==> src/rtl/alu_pkg.sv <==
// rtl/alu_pkg.sv - shared ALU types: FSM states, flag indices, flags struct, opcodes
package alu_pkg;

  typedef enum logic [1:0] {
    EMPTY = 2'd0,
    ONE   = 2'd1,
    FULL  = 2'd2
  } state_e;

  localparam int FLAG_N = 3;
  localparam int FLAG_Z = 2;
  localparam int FLAG_C = 1;
  localparam int FLAG_V = 0;

  typedef struct packed {
    logic n;
    logic z;
    logic c;
    logic v;
  } alu_flags_t;

  typedef enum logic [2:0] {
    OP_ADD  = 3'd0,
    OP_SUB  = 3'd1,
    OP_AND  = 3'd2,
    OP_OR   = 3'd3,
    OP_XOR  = 3'd4,
    OP_SHL  = 3'd5,
    OP_SHR  = 3'd6,
    OP_PASS = 3'd7
  } alu_op_e;

endpackage

==> src/rtl/alu_result_stage_if.sv <==
// rtl/alu_result_stage_if.sv - producer/consumer/status bundle of the ALU result stage
interface alu_result_stage_if #(
  parameter int N     = 4,
  parameter int CNT_W = 8
) ();

  logic             in_valid_i;
  logic             in_ready_o;
  logic [N-1:0]     result_i;
  logic [3:0]       flags_i;
  logic             set_flags_i;
  logic             clr_i;
  logic             out_valid_o;
  logic             out_ready_i;
  logic [N-1:0]     result_o;
  logic [3:0]       flags_o;
  logic [3:0]       status_o;
  logic             vsticky_o;
  logic [CNT_W-1:0] op_count_o;

  modport slave (
    input  in_valid_i, result_i, flags_i, set_flags_i, clr_i, out_ready_i,
    output in_ready_o, out_valid_o, result_o, flags_o, status_o, vsticky_o, op_count_o
  );

  modport master (
    output in_valid_i, result_i, flags_i, set_flags_i, clr_i, out_ready_i,
    input  in_ready_o, out_valid_o, result_o, flags_o, status_o, vsticky_o, op_count_o
  );

endinterface

==> src/rtl/alu_flag_reg.sv <==
// rtl/alu_flag_reg.sv - NZCV status register, sticky overflow and saturating op counter
module alu_flag_reg
  import alu_pkg::*;
#(
  parameter int CNT_W = 8
) (
  input  logic             clk_i,
  input  logic             rst_ni,
  input  logic             accept_i,
  input  logic             set_flags_i,
  input  logic             clr_i,
  input  logic [3:0]       flags_i,
  output logic [3:0]       status_o,
  output logic             vsticky_o,
  output logic [CNT_W-1:0] op_count_o
);

  localparam logic [CNT_W-1:0] CNT_MAX = '1;
  localparam logic [CNT_W-1:0] CNT_ONE = CNT_W'(1);

  logic [3:0]       status_q, status_d;
  logic             vsticky_q, vsticky_d;
  logic [CNT_W-1:0] cnt_q, cnt_d;

  always_comb begin
    status_d  = status_q;
    vsticky_d = vsticky_q;
    cnt_d     = cnt_q;

    if (accept_i && set_flags_i) status_d = flags_i;

    // Set is applied after clear so a same-cycle overflow survives clr_i.
    if (clr_i) vsticky_d = 1'b0;
    if (accept_i && flags_i[FLAG_V]) vsticky_d = 1'b1;

    if (clr_i) begin
      cnt_d = accept_i ? CNT_ONE : '0;
    end else if (accept_i && (cnt_q != CNT_MAX)) begin
      cnt_d = cnt_q + CNT_ONE;
    end
  end

  always_ff @(posedge clk_i or negedge rst_ni) begin
    if (!rst_ni) begin
      status_q  <= '0;
      vsticky_q <= 1'b0;
      cnt_q     <= '0;
    end else begin
      status_q  <= status_d;
      vsticky_q <= vsticky_d;
      cnt_q     <= cnt_d;
    end
  end

  assign status_o   = status_q;
  assign vsticky_o  = vsticky_q;
  assign op_count_o = cnt_q;

endmodule

==> src/rtl/alu_result_stage.sv <==
// rtl/alu_result_stage.sv - 2-entry result FIFO with status/sticky/counter side registers
module alu_result_stage
  import alu_pkg::*;
#(
  parameter int N     = 4,
  parameter int CNT_W = 8
) (
  input  logic             clk_i,
  input  logic             rst_ni,
  alu_result_stage_if.slave bus
);

  state_e     state_q, state_d;
  logic [N-1:0] head_res_q, head_res_d;
  logic [N-1:0] tail_res_q, tail_res_d;
  alu_flags_t head_flg_q, head_flg_d;
  alu_flags_t tail_flg_q, tail_flg_d;

  logic in_ready;
  logic out_valid;
  logic accept;
  logic emit;

  // Ready depends only on registered state (and reset), never on out_ready_i.
  assign in_ready  = rst_ni && (state_q != FULL);
  assign out_valid = (state_q != EMPTY);
  assign accept    = bus.in_valid_i && in_ready;
  assign emit      = out_valid && bus.out_ready_i;

  always_comb begin
    state_d    = state_q;
    head_res_d = head_res_q;
    head_flg_d = head_flg_q;
    tail_res_d = tail_res_q;
    tail_flg_d = tail_flg_q;

    unique case (state_q)
      EMPTY: begin
        if (accept) begin
          head_res_d = bus.result_i;
          head_flg_d = bus.flags_i;
          state_d    = ONE;
        end
      end
      ONE: begin
        if (accept && emit) begin
          head_res_d = bus.result_i;
          head_flg_d = bus.flags_i;
        end else if (accept) begin
          tail_res_d = bus.result_i;
          tail_flg_d = bus.flags_i;
          state_d    = FULL;
        end else if (emit) begin
          state_d = EMPTY;
        end
      end
      FULL: begin
        if (emit) begin
          head_res_d = tail_res_q;
          head_flg_d = tail_flg_q;
          state_d    = ONE;
        end
      end
      default: state_d = EMPTY;
    endcase
  end

  always_ff @(posedge clk_i or negedge rst_ni) begin
    if (!rst_ni) begin
      state_q    <= EMPTY;
      head_res_q <= '0;
      head_flg_q <= '0;
      tail_res_q <= '0;
      tail_flg_q <= '0;
    end else begin
      state_q    <= state_d;
      head_res_q <= head_res_d;
      head_flg_q <= head_flg_d;
      tail_res_q <= tail_res_d;
      tail_flg_q <= tail_flg_d;
    end
  end

  assign bus.in_ready_o  = in_ready;
  assign bus.out_valid_o = out_valid;
  assign bus.result_o    = head_res_q;
  assign bus.flags_o     = head_flg_q;

  alu_flag_reg #(
    .CNT_W(CNT_W)
  ) u_flag_reg (
    .clk_i       (clk_i),
    .rst_ni      (rst_ni),
    .accept_i    (accept),
    .set_flags_i (bus.set_flags_i),
    .clr_i       (bus.clr_i),
    .flags_i     (bus.flags_i),
    .status_o    (bus.status_o),
    .vsticky_o   (bus.vsticky_o),
    .op_count_o  (bus.op_count_o)
  );

endmodule

==> src/flat_wrapper.sv <==
// flat-port wrapper written by rule: the top's interface ports become plain ports
module alu_result_stage_flat import alu_pkg::*;
#(
  parameter int N     = 4,
  parameter int CNT_W = 8
)
  (clk_i, rst_ni, bus_in_valid_i, bus_result_i, bus_flags_i, bus_set_flags_i, bus_clr_i, bus_out_ready_i, bus_in_ready_o, bus_out_valid_o, bus_result_o, bus_flags_o, bus_status_o, bus_vsticky_o, bus_op_count_o);
  alu_result_stage_if #(.N(N), .CNT_W(CNT_W)) bus_i ();
  input  logic clk_i;
  input  logic rst_ni;
  input wire logic [$bits(bus_i.in_valid_i)-1:0] bus_in_valid_i;
  input wire logic [$bits(bus_i.result_i)-1:0] bus_result_i;
  input wire logic [$bits(bus_i.flags_i)-1:0] bus_flags_i;
  input wire logic [$bits(bus_i.set_flags_i)-1:0] bus_set_flags_i;
  input wire logic [$bits(bus_i.clr_i)-1:0] bus_clr_i;
  input wire logic [$bits(bus_i.out_ready_i)-1:0] bus_out_ready_i;
  output wire logic [$bits(bus_i.in_ready_o)-1:0] bus_in_ready_o;
  output wire logic [$bits(bus_i.out_valid_o)-1:0] bus_out_valid_o;
  output wire logic [$bits(bus_i.result_o)-1:0] bus_result_o;
  output wire logic [$bits(bus_i.flags_o)-1:0] bus_flags_o;
  output wire logic [$bits(bus_i.status_o)-1:0] bus_status_o;
  output wire logic [$bits(bus_i.vsticky_o)-1:0] bus_vsticky_o;
  output wire logic [$bits(bus_i.op_count_o)-1:0] bus_op_count_o;
  assign bus_i.in_valid_i = bus_in_valid_i;
  assign bus_i.result_i = bus_result_i;
  assign bus_i.flags_i = bus_flags_i;
  assign bus_i.set_flags_i = bus_set_flags_i;
  assign bus_i.clr_i = bus_clr_i;
  assign bus_i.out_ready_i = bus_out_ready_i;
  assign bus_in_ready_o = bus_i.in_ready_o;
  assign bus_out_valid_o = bus_i.out_valid_o;
  assign bus_result_o = bus_i.result_o;
  assign bus_flags_o = bus_i.flags_o;
  assign bus_status_o = bus_i.status_o;
  assign bus_vsticky_o = bus_i.vsticky_o;
  assign bus_op_count_o = bus_i.op_count_o;
  alu_result_stage #(.N(N), .CNT_W(CNT_W)) u_core (.clk_i(clk_i), .rst_ni(rst_ni), .bus(bus_i));
endmodule
==> config.mk <==
export PLATFORM = sky130hd
export DESIGN_NAME = alu_result_stage_flat
export DESIGN_NICKNAME = d
export VERILOG_FILES = /design/src/rtl/alu_pkg.sv /design/src/rtl/alu_result_stage_if.sv /design/src/rtl/alu_flag_reg.sv /design/src/rtl/alu_result_stage.sv /design/src/flat_wrapper.sv
export SDC_FILE = /design/constraint.sdc
export NUM_CORES = 1
export LEC_CHECK = 0
export CAP_MARGIN = 20
export CORE_MARGIN = 8
export CORE_UTILIZATION = 43
export DETAILED_ROUTE_END_ITERATION = 10
export GPL_TIMING_DRIVEN = 0
export PLACE_DENSITY = 0.71
export SETUP_SLACK_MARGIN = 0.05
export SLEW_MARGIN = 20
export SYNTH_ARGS = -nofsm -noshare
export SYNTH_HDL_FRONTEND = slang
export SYNTH_SLANG_ARGS = --single-unit
==> constraint.sdc <==
create_clock -name clk_i -period 2.17 [get_ports clk_i]
set_clock_uncertainty 0.2 [all_clocks]
set_input_delay 0.434 -clock clk_i [delete_from_list [all_inputs] [get_ports clk_i]]
set_output_delay 0.434 -clock clk_i [all_outputs]
set_load 0.02 [all_outputs]
======== Word level (Yosys, flattened, before mapping) ========
Index checks and enable logic that the tools add are counted.
operators by class
  equal/unequal tests ..................... 9
  add/sub/neg operators ................... 1
  muxes and demuxes ....................... 19
  reduce and logical (&&, ||, !) cells .... 15
  bitwise gates (word level) .............. 1
operators with widths
  cell                                                    number
  2-to-1 mux 4 bit                                        6
  case mux 4 bit (3 select lines)                         2
  2-to-1 mux 8 bit                                        2
  2-to-1 mux 2 bit                                        5
  adder 8 x 1 -> 8 bit (second input constant)            1
  inequality test 8 bit (second input constant)           1
  AND reduction 4 bit                                     2
  logical AND 1 bit                                       7
  inequality test 2 x 1 -> 1 bit (second input constant)  3
  case mux 2 bit (3 select lines)                         1
  nonzero test 2 bit                                      3
  inequality test 2 bit (second input constant)           2
  2-to-1 mux 1 bit                                        3
  inequality test 3 x 1 -> 1 bit (second input constant)  1
  AND reduction 3 bit                                     1
  nonzero test 3 bit                                      1
  equality test 2 x 1 -> 1 bit (second input constant)    1
  equality test 2 bit (second input constant)             1
  zero test 2 bit                                         1
  inverter 1 bit                                          1
storage, ports and cells
  word-level logic and storage cells ...... 59
  flip-flop bits (word level) ............. 31

======== Logic depth before layout (Yosys ltp) ========
  word-level depth ........................ 6
  mapped depth ............................ 6
  gate-level depth less buffers ........... 5

======== Modules after synthesis ========
From an unflattened synthesis, not the netlist that was laid out.
unflattened totals
  cells, all modules ...................... 123
  area total of the unflattened synthesis .. 1,534.0 um^2
by module, submodules not included
  module            cells an instance  times used  area an instance (um^2)
  alu_result_stage  60                 1           832.0
  alu_flag_reg      63                 1           701.9

======== Least setup slack after synthesis ========
OpenSTA, ideal clock, no wires.
  path kind ............................... register to register
  start ................................... register u_core.u_flag_reg.cnt_q[0] (netlist: u_core.u_flag_reg.op_count_o[0])
  end ..................................... register u_core.u_flag_reg.cnt_q[5] (netlist: u_core.u_flag_reg.op_count_o[5])
  data required time ...................... 1,845 ps
  arrival ................................. 1,580 ps
  buffers on the path ..................... 1
  path slack .............................. 265 ps
  clock period less this slack ............ 1,905 ps
  stages on the path, launching flop included .. 7
  setup time .............................. 125 ps
  cells stage by stage .................... dfrtp_1 -> ha_1 -> nand3_1 -> nor2_1 -> buf_6 -> nor4_1 -> mux2_2
between the ends
  word-level cells in the longest chain between the ends .. 3
  elaborated cells between the ends (all ways) .. 6
  classes of those cells .................. add/sub: 1; eq/ne: 1; mux: 2; reduce/logical: 2
ends and longest elaborated chain
  element                                                               line                                    RTL
  start, declared                                                       alu_flag_reg.sv:23                      logic [CNT_W-1:0] cnt_q, cnt_d;
  start signal, assigned                                                alu_flag_reg.sv:51                      cnt_q <= cnt_d;
  adder 8 x 1 -> 8 bit / inequality test 8 bit (equally long branches)  alu_flag_reg.sv:39, alu_flag_reg.sv:38
  2-to-1 mux 8 bit / logical AND 1 bit (equally long branches)          alu_flag_reg.sv:38                      end else if (accept_i && (cnt_q != CNT_MAX)) begin
  2-to-1 mux 8 bit / nonzero test 2 bit (equally long branches)         n/a
Several ways; a longest one is shown, not always the timed one. The select of a mux whose other input is x is not followed.
A chain may end at the register's enable or synchronous reset.

======== Worst setup path in the final report ========
  start ................................... register u_core.u_flag_reg.cnt_q[0] (netlist: u_core.u_flag_reg.op_count_o[0])
  end ..................................... output port bus_op_count_o[0]
RTL lines
  element        line                RTL
  end, declared  flat_wrapper.sv:23  output wire logic [$bits(bus_i.op_count_o)-1:0] bus_op_count_o;
No word-level cell between the ends.

==> impl_metrics.ini <==
[cts]
cts_sinks = 31
cts_htree_levels = 2
cts-buffers-inserted = 5
clk_pin_slew_ps = 110
root_buffer = clkbuf_4
insertion_delay_ps = 340
cts_tree = built
cts_buffer_depth = 2

[yosys]
yosysWarningCount = 0
synth.area.top_cells = dfrtp_1, mux2_2, nand2_1, buf_6, a31oi_1
synth_top_cell_by_area = dfrtp_1
synthesis.area_sq_um = 1530
ys_seq_area_frac = 0.508
ys_ff_latch = 31
syn_inst = 138
yosysTopAreaCellShare = 0.508
synth_cell_types = 36
avgSynthCellArea_sq_um = 11.1
synth.net_count = 153

[pwr]
power.density_nw_per_um2 = 809
power_uw = 1670
irDropWorstVdd_mv = 0.496
p_leak_uw = 0.000889

[route]
drc = 0
wirelength_microns = 3560
wire_per_inst_microns = 15.4
post_drt_via_cell_ratio = 5.19
postRouteAntennaNets = 0
first_pass_iters = 4
drtIter0Drc = 61
via_count = 1199

[flow_run]
cap_violations = 0

[layout]
drive_gt1_frac = 0.227
layout.nets = 199
synthToLayoutAreaGrowth_pct = 35.3
antenna_cells = 0
final_area_sq_um = 2070

[timing]
rsz0062_at_grt = false
finalHoldViolations = 0
holdWs_ps = 98.5
relSlewSlack = 0.653
finalCriticalPeriod_ps = 2050
min_period_over_period = 0.945
timing.fmax_mhz = 488
setup_viol = 0
slew_violations = 0
tightest_slew_ps = 520

[floorplan]
die_h_microns = 75.6
coreArea_sq_um = 3360
die_area_sq_um = 5710
io_pins = 37
die_w_microns = 75.6
start_util = 0.454
rows = 21

[setup_path]
rr_worst_depth = 6
crit_buf_inv = 1
cp_cell_sequence = clkdlybuf4s50_1
critPathMaxStageDelay_ps = 640
reg2reg_slack_ps = 180
endpoint_kind = output pin
slowest_stage = clkdlybuf4s50_1
cp_top_family = buffers and inverters
cp.arrival_ps = 1420
r2r_start = u_core.u_flag_reg.op_count_o[0]
worstPathRequired_ps = 1540
r2r_end = u_core.u_flag_reg.op_count_o[5]
worstPathMaxFanout = 5
start_kind = register
path_class = register to output pin

[status]
status = finished clean

[grt]
grt_max_degree = 24
grt_use_total = 0.140
overflow = 0
antenna_found_initial = 0
grt_pass1_wl_microns = 5920
first_global_vias = 1207

[place]
io_buffers = 36
place.gp.congestion = 0.745
placed_area_sq_um = 1960
place_hpwl_microns = 2570

[hold_path]
hp-class = input pin to asynchronous set/reset pin
through the flow:
stage	setup slack [ps]	cells	setup TNS [ps]	utilization
floorplan	265	138	0	-
finish	120	231	0	0.614
detailed placement	-215	221	-2360	0.583
CTS	65.6	230	0	0.610
global route	68.6	231	0	0.614
global placement	-1540	220	-48400	0.578
Yosys cell counts, drive strengths merged:
| cell | instances |
|---|---|
| a21oi | 5 |
| a31oi | 8 |
| and2 | 1 |
| and2b | 2 |
| buf | 5 |
| clkbuf | 2 |
| dfrtp | 31 |
| ha | 1 |
| inv | 2 |
| mux2 | 14 |
| mux2i | 2 |
| nand2 | 22 |
| nand2b | 1 |
| nand3 | 5 |
| nand3b | 2 |
| nand4 | 1 |
| nor2 | 12 |
| nor2b | 3 |
| nor3b | 1 |
| nor4 | 2 |
| o21ai | 3 |
| o21bai | 1 |
| o22ai | 1 |
| o311ai | 1 |
| o31ai | 4 |
| o41ai | 1 |
| or2 | 1 |
| or3 | 1 |
| or4 | 3 |
state kept, by name, indices dropped and copies added (netlist names):
name,flops
u_core.state_q,2
u_core.u_flag_reg.op_count_o,8
u_core.u_flag_reg.vsticky_o,1
u_core.tail_res_q,4
u_core.u_flag_reg.status_o,4
u_core.tail_flg_q,4
u_core.bus.result_o,4
u_core.bus.flags_o,4
layout make-up:
| class | count | area [sq um] |
|---|---|---|
| Fill cell | 307 | 1300 |
| Multi-Input combinational cell | 98 | 684 |
| Buffer | 6 | 60.1 |
| Timing Repair Buffer | 40 | 408 |
| Clock inverter | 1 | 7.51 |
| Inverter | 2 | 7.51 |
| Sequential cell | 31 | 776 |
| Clock buffer | 7 | 65.1 |
| Tap cell | 46 | 57.6 |
cells by family after synthesis:
logic type / count (synthesis) / synth area share
compound gates: 24 / 0.108
fa+ha+maj: 1 / 0.00820
buf+inv: 9 / 0.0467
flops: 31 / 0.508
mux: 16 / 0.119
simple gates: 57 / 0.210
per-layer routing:
metal  part of all wire  vias up  global-route usage  routed length, microns
met5                  0        -                   0                       0
met3              0.049        6              0.0513                     175
met4              0.020        0              0.0640                      71
li1                   -      583                   -                       -
met2               0.51       22               0.232                    1810
met1               0.42      588               0.158                    1500
worst max path at each step:
stage / start / end / slack, ps / depth (start not counted)
finish: u_core.u_flag_reg.op_count_o[0] / bus_op_count_o[0] / 120 / 1
detailed placement: bus_out_ready_i / u_core.tail_flg_q[0] / -220 / 4
CTS: u_core.state_q[1] / bus_in_ready_o / 70 / 4
global route: u_core.u_flag_reg.op_count_o[0] / bus_op_count_o[0] / 70 / 1
floorplan: u_core.u_flag_reg.op_count_o[0] / u_core.u_flag_reg.op_count_o[5] / 260 / 6
global placement: rst_ni / u_core.tail_res_q[2] / -1540 / 4
what timing repair did:
action	in CTS	in global routing
hold buffers	2	0
buffers inserted	0	1
setup endpoints to repair	2	7
pin swaps	0	0
resized for setup	5	5
endpoints found under the hold margin	8	0
layout by cell type, fill, tap and decap left out, types with 3 or more instances in the layout:
cell type         n
dlymetal6s2s_1    3
nor2_1           11
clkdlybuf4s50_1  30
nand3_1           4
dfrtp_1          31
a21oi_1           5
a31oi_1           8
mux2_2           13
o21ai_0           3
nand2_1          21
buf_6             5
o31ai_1           3
nor2b_1           3
clkbuf_4          5
or4_1             3
power by group:
part,internal [uW],leakage [uW],switching (uW),total [uW]
clock,189,0.0000375,210,399
combinational,260,0.000470,232,492
sequential,706,0.000381,74.4,780
Power figures use the tool's default switching activity.
